--- src/rtl/band_fir_scheduler.sv ---
// Round-robin scheduler sharing one FIR MAC engine and coefficient ROM between N_REQ band queues.
// Per band it sequences start, accumulator clear, NUM_TAPS tap cycles, pipeline drain and done.
//   state | meaning
//   IDLE  | no window open; choose the next pending band round-robin from rr_ptr
//   GRANT | start strobe; the granted queue loads its window pointers
//   WAIT  | accum_clr while the queue's RAM read latency elapses
//   RUN   | seq high; coef_addr steps through the taps
//   DRAIN | MAC pipeline drain, PIPE_LAT cycles
//   DONE  | done pulse; release the band and advance rr_ptr
module band_fir_scheduler #(
  parameter int N_REQ    = 4,
  parameter int NUM_TAPS = 1021,
  parameter int TAP_W    = 11,
  parameter int PIPE_LAT = 2
) (
  input  logic             clk,
  input  logic             rst_n,
  input  logic [N_REQ-1:0] req,
  input  logic             ovr_clr,
  output logic [N_REQ-1:0] gnt,
  output logic             start,
  output logic             seq,
  output logic [TAP_W-1:0] coef_addr,
  output logic             accum_clr,
  output logic [N_REQ-1:0] done,
  output logic             busy,
  output logic [N_REQ-1:0] overrun
);

  localparam int PW = (N_REQ > 1) ? $clog2(N_REQ) : 1;
  localparam int DW = (PIPE_LAT > 1) ? $clog2(PIPE_LAT) : 1;
  localparam logic [TAP_W-1:0] LAST_TAP   = TAP_W'(NUM_TAPS - 1);
  localparam logic [DW-1:0]    DRAIN_LOAD = DW'((PIPE_LAT > 0) ? PIPE_LAT - 1 : 0);
  localparam logic [PW-1:0]    LAST_REQ   = PW'(N_REQ - 1);

  typedef enum logic [2:0] {IDLE, GRANT, WAIT, RUN, DRAIN, DONE} state_t;

  state_t           state;
  logic [N_REQ-1:0] pending, pend_nxt, ovr_nxt;
  logic             requeue, requeue_nxt;
  logic [PW-1:0]    rr_ptr, win_idx, win_nxt, cand;
  logic [DW-1:0]    drain_cnt;

  // Lowest offset from rr_ptr wins, so scan offsets downward and let the last hit stand.
  always_comb begin
    win_nxt = rr_ptr;
    cand    = rr_ptr;
    for (int k = N_REQ - 1; k >= 0; k--) begin
      cand = PW'((int'(rr_ptr) + k) % N_REQ);
      if (pending[cand]) win_nxt = cand;
    end
  end

  // The band in service may queue one repeat request (requeue); anything beyond that overruns.
  always_comb begin
    pend_nxt    = pending;
    requeue_nxt = requeue;
    ovr_nxt     = ovr_clr ? '0 : overrun;
    for (int i = 0; i < N_REQ; i++) begin
      if (req[i]) begin
        if (gnt[i]) begin
          if (requeue) ovr_nxt[i] = 1'b1;
          else         requeue_nxt = 1'b1;
        end else if (pending[i]) begin
          ovr_nxt[i] = 1'b1;
        end else begin
          pend_nxt[i] = 1'b1;
        end
      end
    end
    if (state == DONE) begin
      pend_nxt    = (pend_nxt & ~gnt) | (gnt & {N_REQ{requeue_nxt}});
      requeue_nxt = 1'b0;
    end
  end

  always_ff @(posedge clk or negedge rst_n) begin
    if (!rst_n) begin
      pending <= '0;
      requeue <= 1'b0;
      overrun <= '0;
    end else begin
      pending <= pend_nxt;
      requeue <= requeue_nxt;
      overrun <= ovr_nxt;
    end
  end

  always_ff @(posedge clk or negedge rst_n) begin
    if (!rst_n) begin
      state     <= IDLE;
      rr_ptr    <= '0;
      win_idx   <= '0;
      drain_cnt <= '0;
      gnt       <= '0;
      start     <= 1'b0;
      seq       <= 1'b0;
      coef_addr <= '0;
      accum_clr <= 1'b0;
      done      <= '0;
      busy      <= 1'b0;
    end else begin
      case (state)
        IDLE: begin
          if (|pending) begin
            win_idx <= win_nxt;
            gnt     <= N_REQ'(1) << win_nxt;
            start   <= 1'b1;
            busy    <= 1'b1;
            state   <= GRANT;
          end
        end
        GRANT: begin
          start     <= 1'b0;
          accum_clr <= 1'b1;
          state     <= WAIT;
        end
        WAIT: begin
          accum_clr <= 1'b0;
          seq       <= 1'b1;
          coef_addr <= '0;
          state     <= RUN;
        end
        RUN: begin
          if (coef_addr == LAST_TAP) begin
            seq       <= 1'b0;
            coef_addr <= '0;
            if (PIPE_LAT == 0) begin
              done  <= gnt;
              state <= DONE;
            end else begin
              drain_cnt <= DRAIN_LOAD;
              state     <= DRAIN;
            end
          end else begin
            coef_addr <= coef_addr + TAP_W'(1);
          end
        end
        DRAIN: begin
          if (drain_cnt == '0) begin
            done  <= gnt;
            state <= DONE;
          end else begin
            drain_cnt <= drain_cnt - DW'(1);
          end
        end
        DONE: begin
          done   <= '0;
          gnt    <= '0;
          busy   <= 1'b0;
          rr_ptr <= (win_idx == LAST_REQ) ? '0 : win_idx + PW'(1);
          state  <= IDLE;
        end
        default: state <= IDLE;
      endcase
    end
  end

endmodule
--- config.mk ---
export PLATFORM = sky130hd
export DESIGN_NAME = band_fir_scheduler
export DESIGN_NICKNAME = d
export VERILOG_FILES = /design/src/rtl/band_fir_scheduler.sv
export SDC_FILE = /design/constraint.sdc
export NUM_CORES = 1
export LEC_CHECK = 0
export BUFFER_PORTS_ARGS = -buffer_cell sky130_fd_sc_hd__buf_4
export CAP_MARGIN = 20
export CORE_ASPECT_RATIO = 1.5
export CORE_UTILIZATION = 50
export CTS_CLUSTER_SIZE = 10
export DETAILED_ROUTE_END_ITERATION = 7
export GPL_TIMING_DRIVEN = 0
export PLACE_DENSITY = 0.75
export RECOVER_POWER = 50
export SLEW_MARGIN = 25
export SYNTH_ARGS = -nofsm -noshare
export SYNTH_HDL_FRONTEND = slang
export SYNTH_SLANG_ARGS = --single-unit
--- constraint.sdc ---
create_clock -name clk -period 1.5 [get_ports clk]
set_input_delay 0.3 -clock clk [delete_from_list [all_inputs] [get_ports clk]]
set_output_delay 0.3 -clock clk [all_outputs]
set_load 0.03 [all_outputs]
==> impl_results.md, run 1 <==
- Status: complete, but fails checks
- Violated checks: setup timing
- Largest cells by area after synthesis: dfrtp_1, o21ai_0, nand2_1
- Worst Max-Slew Pin Slew: around 0.89 ns
- CTS H-Tree Depth: 2
- Metal3 WL: 188 um
- First-pass GRT wire length: between 8 and 9 mm
- Vias in the first global route: 1,730
- Register area share after synthesis: between 40% and 50%
- Post-Syn Area: approximately 2100 um^2
- N_diodes: 0
- Synthesized area per cell: 9.63 um^2
- Worst R2R Start: coef_addr[0]$_DFFE_PN0P_
- Crit share post-route: 100%
- Max Used Layer: met4
- Crit path largest cell delay: approximately 0.41 ns
- # DRC: 0
- Gr usage total: around 26%
- Die Wd: between 50 and 60 um
- FMAX: 667 MHz
- Final HPWL DP: ~3.3 mm
- Post-DR wirelength/cell: 17.1 um
- PortBufs: 33
- CTS max path bufs: 2
- Hold path startpoint: ovr_clr
- Max-slew violations: 0
- Worst Setup End Kind: register
- Hold Vio Cnt, Final: 0
- CTS sink cnt: 40
- Initial core utilization: between 50% and 60%
- CP Class: reg2reg
- Hold Crit Class: in2reg
- P_leak: between 1 and 1.5 nW
- Final WS setup: -0.0000379 ns
- Hold depth: 2
- Most common cell in the synthesized netlist: dfrtp_1
- Fin area: between 2000 and 3000 um^2
- DRT iter0 DRCs: 86
- Filler cells: between 300 and 400
- Max IR drop VDD: 1.15 mV
- Dpl cells: roughly 290
- DP Area: between 2000 and 2500 um^2
- Post-synth EDFFs: 0
- Type of origin of the critical path: register
- Power Total: 3.58 mW
- Ys async rst share: between 90% and 100%
- Yosys top cell by area: dfrtp_1
- Layout Nets: ~290
- Yosys Warn Count: 0
- Normalized max-slew margin: between 40% and 50%
- Unrepaired setup endpoints after global routing: true
- Cell variety after synth: between 40 and 50
- Worst reg2reg path endpoint: coef_addr[4]$_DFFE_PN0P_
- Power Density: ~1300 nW/um^2
- Met1 wire length: ~2.2 mm
- Drt pass-1 iters: 4
- Via count: roughly 1,900
- Global route overflow: 0
- Finish-stage setup viols: 1
- Top post-synthesis cells by count: dfrtp_1, nand2_1, o21ai_0, inv_1, a21oi_1
- Syn Inst Count: between 200 and 250
- Routed wl met2: just over 3 mm
- Die height: around 80 um
- Worst Hold End: overrun[1]$_DFF_PN0_
- Syn Nets: roughly 230
- Largest net degree at the start of global routing: between 40 and 50
- Layout area overhead: 35.5%
- CP max stage cell: dfrtp_2
- Crit path DAT: about 1.7 ns
- Max Cap Viol: 0
- Final WL: 5.51 mm
- Yosys top cell area share: approximately half
- # rows: 28
- Routability congestion estimate: 0.792
- Core area: a little under 4000 um^2
- Primary FF master, synth: dfrtp_1
- CTS Buf Count: 5
- Fin crit period: about 1.5 ns
- Root Driver: clkbuf_8
- Skew-Pair Late Insertion Delay: around 0.31 ns
- Finished Layout Cells: 323
- Max Fanout on Critical Path: 6
- TritonCTS clock tree: done
- Flop-to-flop setup slack: -0.00004 ns
- Share of cells above drive strength 1: 36.7%
- Yosys reg bits: 40
- Clock-pin slew on the worst setup and hold paths: ~0.090 ns
- Initial antenna violation count: 0
- FF-to-FF path depth: 6
- Die area: about 4400 um^2
- Crit-path cells: inv_1 > ha_4 > and4_1 > buf_2 > o31a_1 > o22ai_1
- Multi-input logic area: about 1000 um^2
- Register area: ~1000 um^2
- IO Pins: 34
- Via/cell ratio: ~6
- Detail Route Antenna Nets: 0
- Clk_skew: ~0.012 ns
- WP data required: between 1.5 and 2 ns
==> report_power, final <==
part / total [mW] / internal, mW / switching (mW)
Clock: 1.25 / 0.833 / 0.418
Combinational: 0.983 / 0.423 / 0.561
Sequential: 1.34 / 1.21 / 0.128
==> routing by layer <==
metal / track usage (%) / vias to the layer above
li1: - / 910
met1: 29.1 / 945
met2: 46.1 / 46
met3: 5.24 / 9
met4: 9.74 / 0
met5: 0 / -
==> timing repair <==
item                                   CTS  global route
setup endpoints to repair               12            21
gates resized for setup                 11            14
pin swaps                                0             7
hold buffers                             1             0
endpoints found under the hold margin   40             0
setup buffers                           10            11
==> worst max path at each step <==
| stage | slack, ns | cells past startpoint | to | startpoint |
|---|---|---|---|---|
| global placement | -0.12 | 5 | coef_addr[7]$_DFFE_PN0P_ | coef_addr[4]$_DFFE_PN0P_ |
| detailed placement | -0.15 | 5 | coef_addr[8]$_DFFE_PN0P_ | coef_addr[4]$_DFFE_PN0P_ |
| global route | -0.05 | 6 | coef_addr[4]$_DFFE_PN0P_ | coef_addr[0]$_DFFE_PN0P_ |
| floorplan | 0.003 | 5 | coef_addr[4]$_DFFE_PN0P_ | coef_addr[8]$_DFFE_PN0P_ |
| finish | -0.00004 | 6 | coef_addr[4]$_DFFE_PN0P_ | coef_addr[0]$_DFFE_PN0P_ |
| CTS | 0.0008 | 5 | coef_addr[4]$_DFFE_PN0P_ | coef_addr[3]$_DFFE_PN0P_ |
==> flip-flops by register name, indices dropped and copies added (netlist names), 2 cells and up <==
register and flops:
coef_addr 11, done 4, gnt 4, overrun 4, pending 4, state 3, rr_ptr 2, win_idx 2
==> final cells by class <==
type,count,area share (%)
Tap cell,45,2.01
Multi-Input combinational cell,153,37.1
Timing Repair Buffer,55,14.8
Clock inverter,3,3.21
Clock buffer,5,2.45
Buffer,7,2.14
Sequential cell,40,36.3
Inverter,15,2.01
==> through the flow <==
| stage | util, % | hold slack (ns) | setup TNS (ns) | setup slack [ns] |
|---|---|---|---|---|
| global placement | 60.3 | 0.309 | -0.593 | -0.123 |
| finish | 70.9 | 0.195 | -0.0000379 | -0.0000379 |
| CTS | 68.0 | 0.197 | 0 | 0.000758 |
| detailed placement | 60.3 | 0.313 | -0.795 | -0.148 |
| floorplan | - | 0.00441 | 0 | 0.00265 |
| global route | 70.9 | 0.200 | -0.425 | -0.0505 |
==> cell usage in the layout, fill, tap and decap left out, types with 4 or more instances in the layout <==
| cell type | instances |
|---|---|
| buf_4 | 46 |
| nand2_1 | 27 |
| dfrtp_1 | 26 |
| o21ai_0 | 23 |
| inv_1 | 15 |
| dfrtp_2 | 14 |
| a21oi_1 | 10 |
| a31oi_1 | 10 |
| clkbuf_1 | 7 |
| clkbuf_8 | 6 |
| nand3_1 | 6 |
| a22oi_1 | 5 |
| nand2b_1 | 5 |
| nand4_1 | 4 |
| nor2_1 | 4 |
==> critical path, delay by kind of cell (launching register included) <==
family | cells | cell delay (ns)
compound gates | 2 | 0.39
buf+inv | 2 | 0.24
simple gates | 1 | 0.17
flops | 1 | 0.41
fa+ha+maj | 1 | 0.18
==> cells by family (layout without fill, tap and decap cells) <==
kind of cell | count (synthesis) | in the layout | share of synthesized area [%]
compound gates | 72 | 72 | 22.8
xor+xnor | 1 | 1 | 0.423
fa+ha+maj | 3 | 3 | 1.81
buf+inv | 22 | 85 | 5.32
flops | 40 | 40 | 48.3
mux | 3 | 3 | 1.63
simple gates | 74 | 74 | 19.7
No activity file was read; power rests on OpenSTA's default activity.
==> inputs of run 2 (changes only) <==
Settings changed: ABC_AREA set to 1, HOLD_SLACK_MARGIN set to 0.12.
==> impl_results.md, run 2 <==
- Die area: 4530 um^2 (+2.7%)
- Detail Route Antenna Nets: 0 (unchanged)
- Max Fanout on Critical Path: 6 (unchanged)
- Most common cell in the synthesized netlist: nand2_1
- Skew-Pair Late Insertion Delay: 0.29 ns (-0.02 ns)
- Setup TNS: 0 ns (+0.0000379 ns)
- Share of cells above drive strength 1: 27.4% (-9.3 points)
- Clock-pin slew on the worst setup and hold paths: 0.07 ns (-0.02 ns)
- Worst Max-Slew Pin Slew: 0.877 ns (-0.0107 ns)
- Crit path from: rr_ptr[0]$_DFFE_PN0P_
- Multi-input logic area: 1040 um^2 (-0.24%)
- Max Cap Viol: 0 (unchanged)
- DRT iter0 DRCs: 50 (-42%)
- TritonCTS clock tree: done
- Core area: 4030 um^2 (+1.8%)
- Crit path DAT: 1.66 ns (-0.06 ns)
- CTS sink cnt: 40 (unchanged)
- Largest cells by area after synthesis: dfrtp_1, nand2_1, nand3_1
- Top post-synthesis cells by count: nand2_1, dfrtp_1, inv_1, nand3_1, nor2_1
- Via count: 1,945 (+1.8%)
- Type of origin of the critical path: register
- Die height: 81.9 um (+1.4%)
- Cell variety after synth: 33 (-31%)
- Final core occ: 66.8% (-4.0 points)
- Layout Nets: 323 (+13%)
- Post-DR wirelength/cell: 13.4 um (-21%)
- Most flops, register: coef_addr
- Post-Syn Area: 2130 um^2 (+2.8%)
- Gr usage total: 21.0% (-4.9 points)
- Largest net degree at the start of global routing: 41 (unchanged)
- Power Total: 3.52 mW (-1.5%)
- WP data required: 1.68 ns (-0.04 ns)
- Max reg flops: 11 (unchanged)
- Synthesized area per cell: 8.04 um^2 (-17%)
- Primary FF master, synth: dfrtp_1
- Dpl cells: 343 (+17%)
- PortBufs: 33 (unchanged)
- Vias in the first global route: 1,757 (+1.6%)
- Syn Inst Count: 265 (+23%)
- Fin crit period: 1.48 ns (-0.0204 ns)
- Hold Vio Cnt, Final: 0 (unchanged)
- CP Class: reg2reg
- Register area share after synthesis: 47.0% (-1.3 points)
- CTS H-Tree Depth: 2 (unchanged)
- Ys async rst share: 100% (unchanged)
- Worst Setup End Kind: register
- Status: completed
- Register area: 1000 um^2 (-1.5%)
- Crit share post-route: 98.6% (-1.4 points)
- Yosys top cell by area: dfrtp_1
- Finish-stage setup viols: 0 (-1)
- Finished Layout Cells: 359 (+11%)
- # rows: 28 (unchanged)
- Clk_skew: 0.0100 ns (-0.00172 ns)
- Most frequent cells in the layout: nand2_1, dfrtp_1, buf_4
- Power Density: 1310 nW/um^2 (+2.6%)
- P_leak: 1.38 nW (+8.1%)
- Max-slew violations: 0 (unchanged)
- # DRC: 0 (unchanged)
- FMAX: 676 MHz (+1.4%)
- CTS max path bufs: 2 (unchanged)
- Yosys top cell area share: 47.0% (-1.3 points)
- Initial antenna violation count: 0 (unchanged)
- Drt pass-1 iters: 4 (unchanged)
- Worst R2R Start: rr_ptr[0]$_DFFE_PN0P_
- Normalized max-slew margin: 41.5% (+0.71 points)
- IO Pins: 34 (unchanged)
- Die Wd: 55.3 um (+1.4%)
- CTS Buf Count: 5 (unchanged)
- Final WL: 4.81 mm (-13%)
- First-pass GRT wire length: 7.42 mm (-8.0%)
- Hold path startpoint: req[3]
- Max IR drop VDD: 1.11 mV (-3.9%)
- Global route overflow: 0 (unchanged)
- Layout area overhead: 26.4%
- Syn Nets: 275 (+22%)
- Post-synth EDFFs: 0 (unchanged)
- Final HPWL DP: 3.34 mm (about the same)
- N_diodes: 0 (unchanged)
- Initial core utilization: 52.9% (+0.55 points)
- Via/cell ratio: 5.42 (-8.4%)
- Commonest non-fill, non-tap cell in the layout: nand2_1
- Filler cells: 345 (+12%)
- Yosys reg bits: 40 (unchanged)
- Unrepaired setup endpoints after global routing: true
- Routability congestion estimate: 0.866 (+9.3%)
- Hold Crit Class: in2reg
- Worst hold slack: 0.293 ns (+0.0986 ns)
- Root Driver: clkbuf_8
- Yosys Warn Count: 0 (unchanged)
## run 2: area by class of cell
class / count / share of cell area [%]
flip-flops and latches: 40 / 37.3
repair buffers: 41 / 10.6
multi-input cells: 182 / 38.5
inverters: 41 / 5.99
well taps: 45 / 2.09
clock buffers: 7 / 3.58
clock inverters: 1 / 1.12
plain buffers: 2 / 0.836
## run 2: where the power goes
part / total [mW] / switching (mW) / leakage (nW) / internal [mW]
clock: 0.958 / 0.371 / 0.0645 / 0.587
sequential: 1.40 / 0.164 / 0.490 / 1.24
combinational: 1.16 / 0.793 / 0.823 / 0.369
total: 3.52 / 1.33 / 1.38 / 2.19
## run 2: kinds of logic after synthesis
kind of cell | synth area share, %
compound gates | 11.5
xor+xnor | 2.06
fa+ha+maj | 1.76
buf+inv | 8.23
flops | 47.0
mux | 0.940
simple gates | 28.5
## run 2: stage by stage
stage,area (um^2),setup WS [ns]
3_5_place_dp,2430,0.00927
6_report,2690,0.0204
4_1_cts,2580,0.0185
2_1_floorplan,2130,0.0514
3_3_place_gp,2430,-0.0113
5_1_grt,2690,-0.0817
## run 2: timing repair
action,4_1_cts,5_1_grt
setup endpoints to repair,2,12
hold buffers,1,0
buffers inserted,0,6
gates resized for setup,1,26
gates cloned,0,1
endpoints found under the hold margin,40,0
pin swaps,0,8
## run 2: path summary, 6_finish.rpt
check / end / slack, ns / cells past startpoint
worst max-delay path: gnt[3]$_DFFE_PN0P_ / 0.02 / 13
worst max register to register: gnt[3]$_DFFE_PN0P_ / 0.02 / 13
min in group asynchronous: coef_addr[0]$_DFFE_PN0P_ / 0.65 / 2
max in group asynchronous: state[1]$_DFFE_PN0P_ / 0.24 / 2
worst min-delay path: overrun[3]$_DFF_PN0_ / 0.29 / 3
worst min register to register: accum_clr$_DFFE_PN0P_ / 0.48 / 2
## run 2: worst max-delay path, stage by stage, from the launching register on
cell and delay (ns):
dfrtp_1 0.41, buf_6 0.15, inv_8 0.06, nand2_1 0.06, nand3_1 0.09, nand2_1 0.07, inv_1 0.05, nand2_1 0.05
nand2_2 0.07, nand2_1 0.06, nand2_2 0.09, nand2_4 0.07, nand3_1 0.08, nand2_1 0.05
## run 2: layer usage
metal  wire length, um  track usage [%]  up-vias
met5                 0                0        -
met4               138             10.0        0
met3               137             3.78       13
met2              2620             40.7       45
met1              1920             21.6      936
li1                  -                -      951
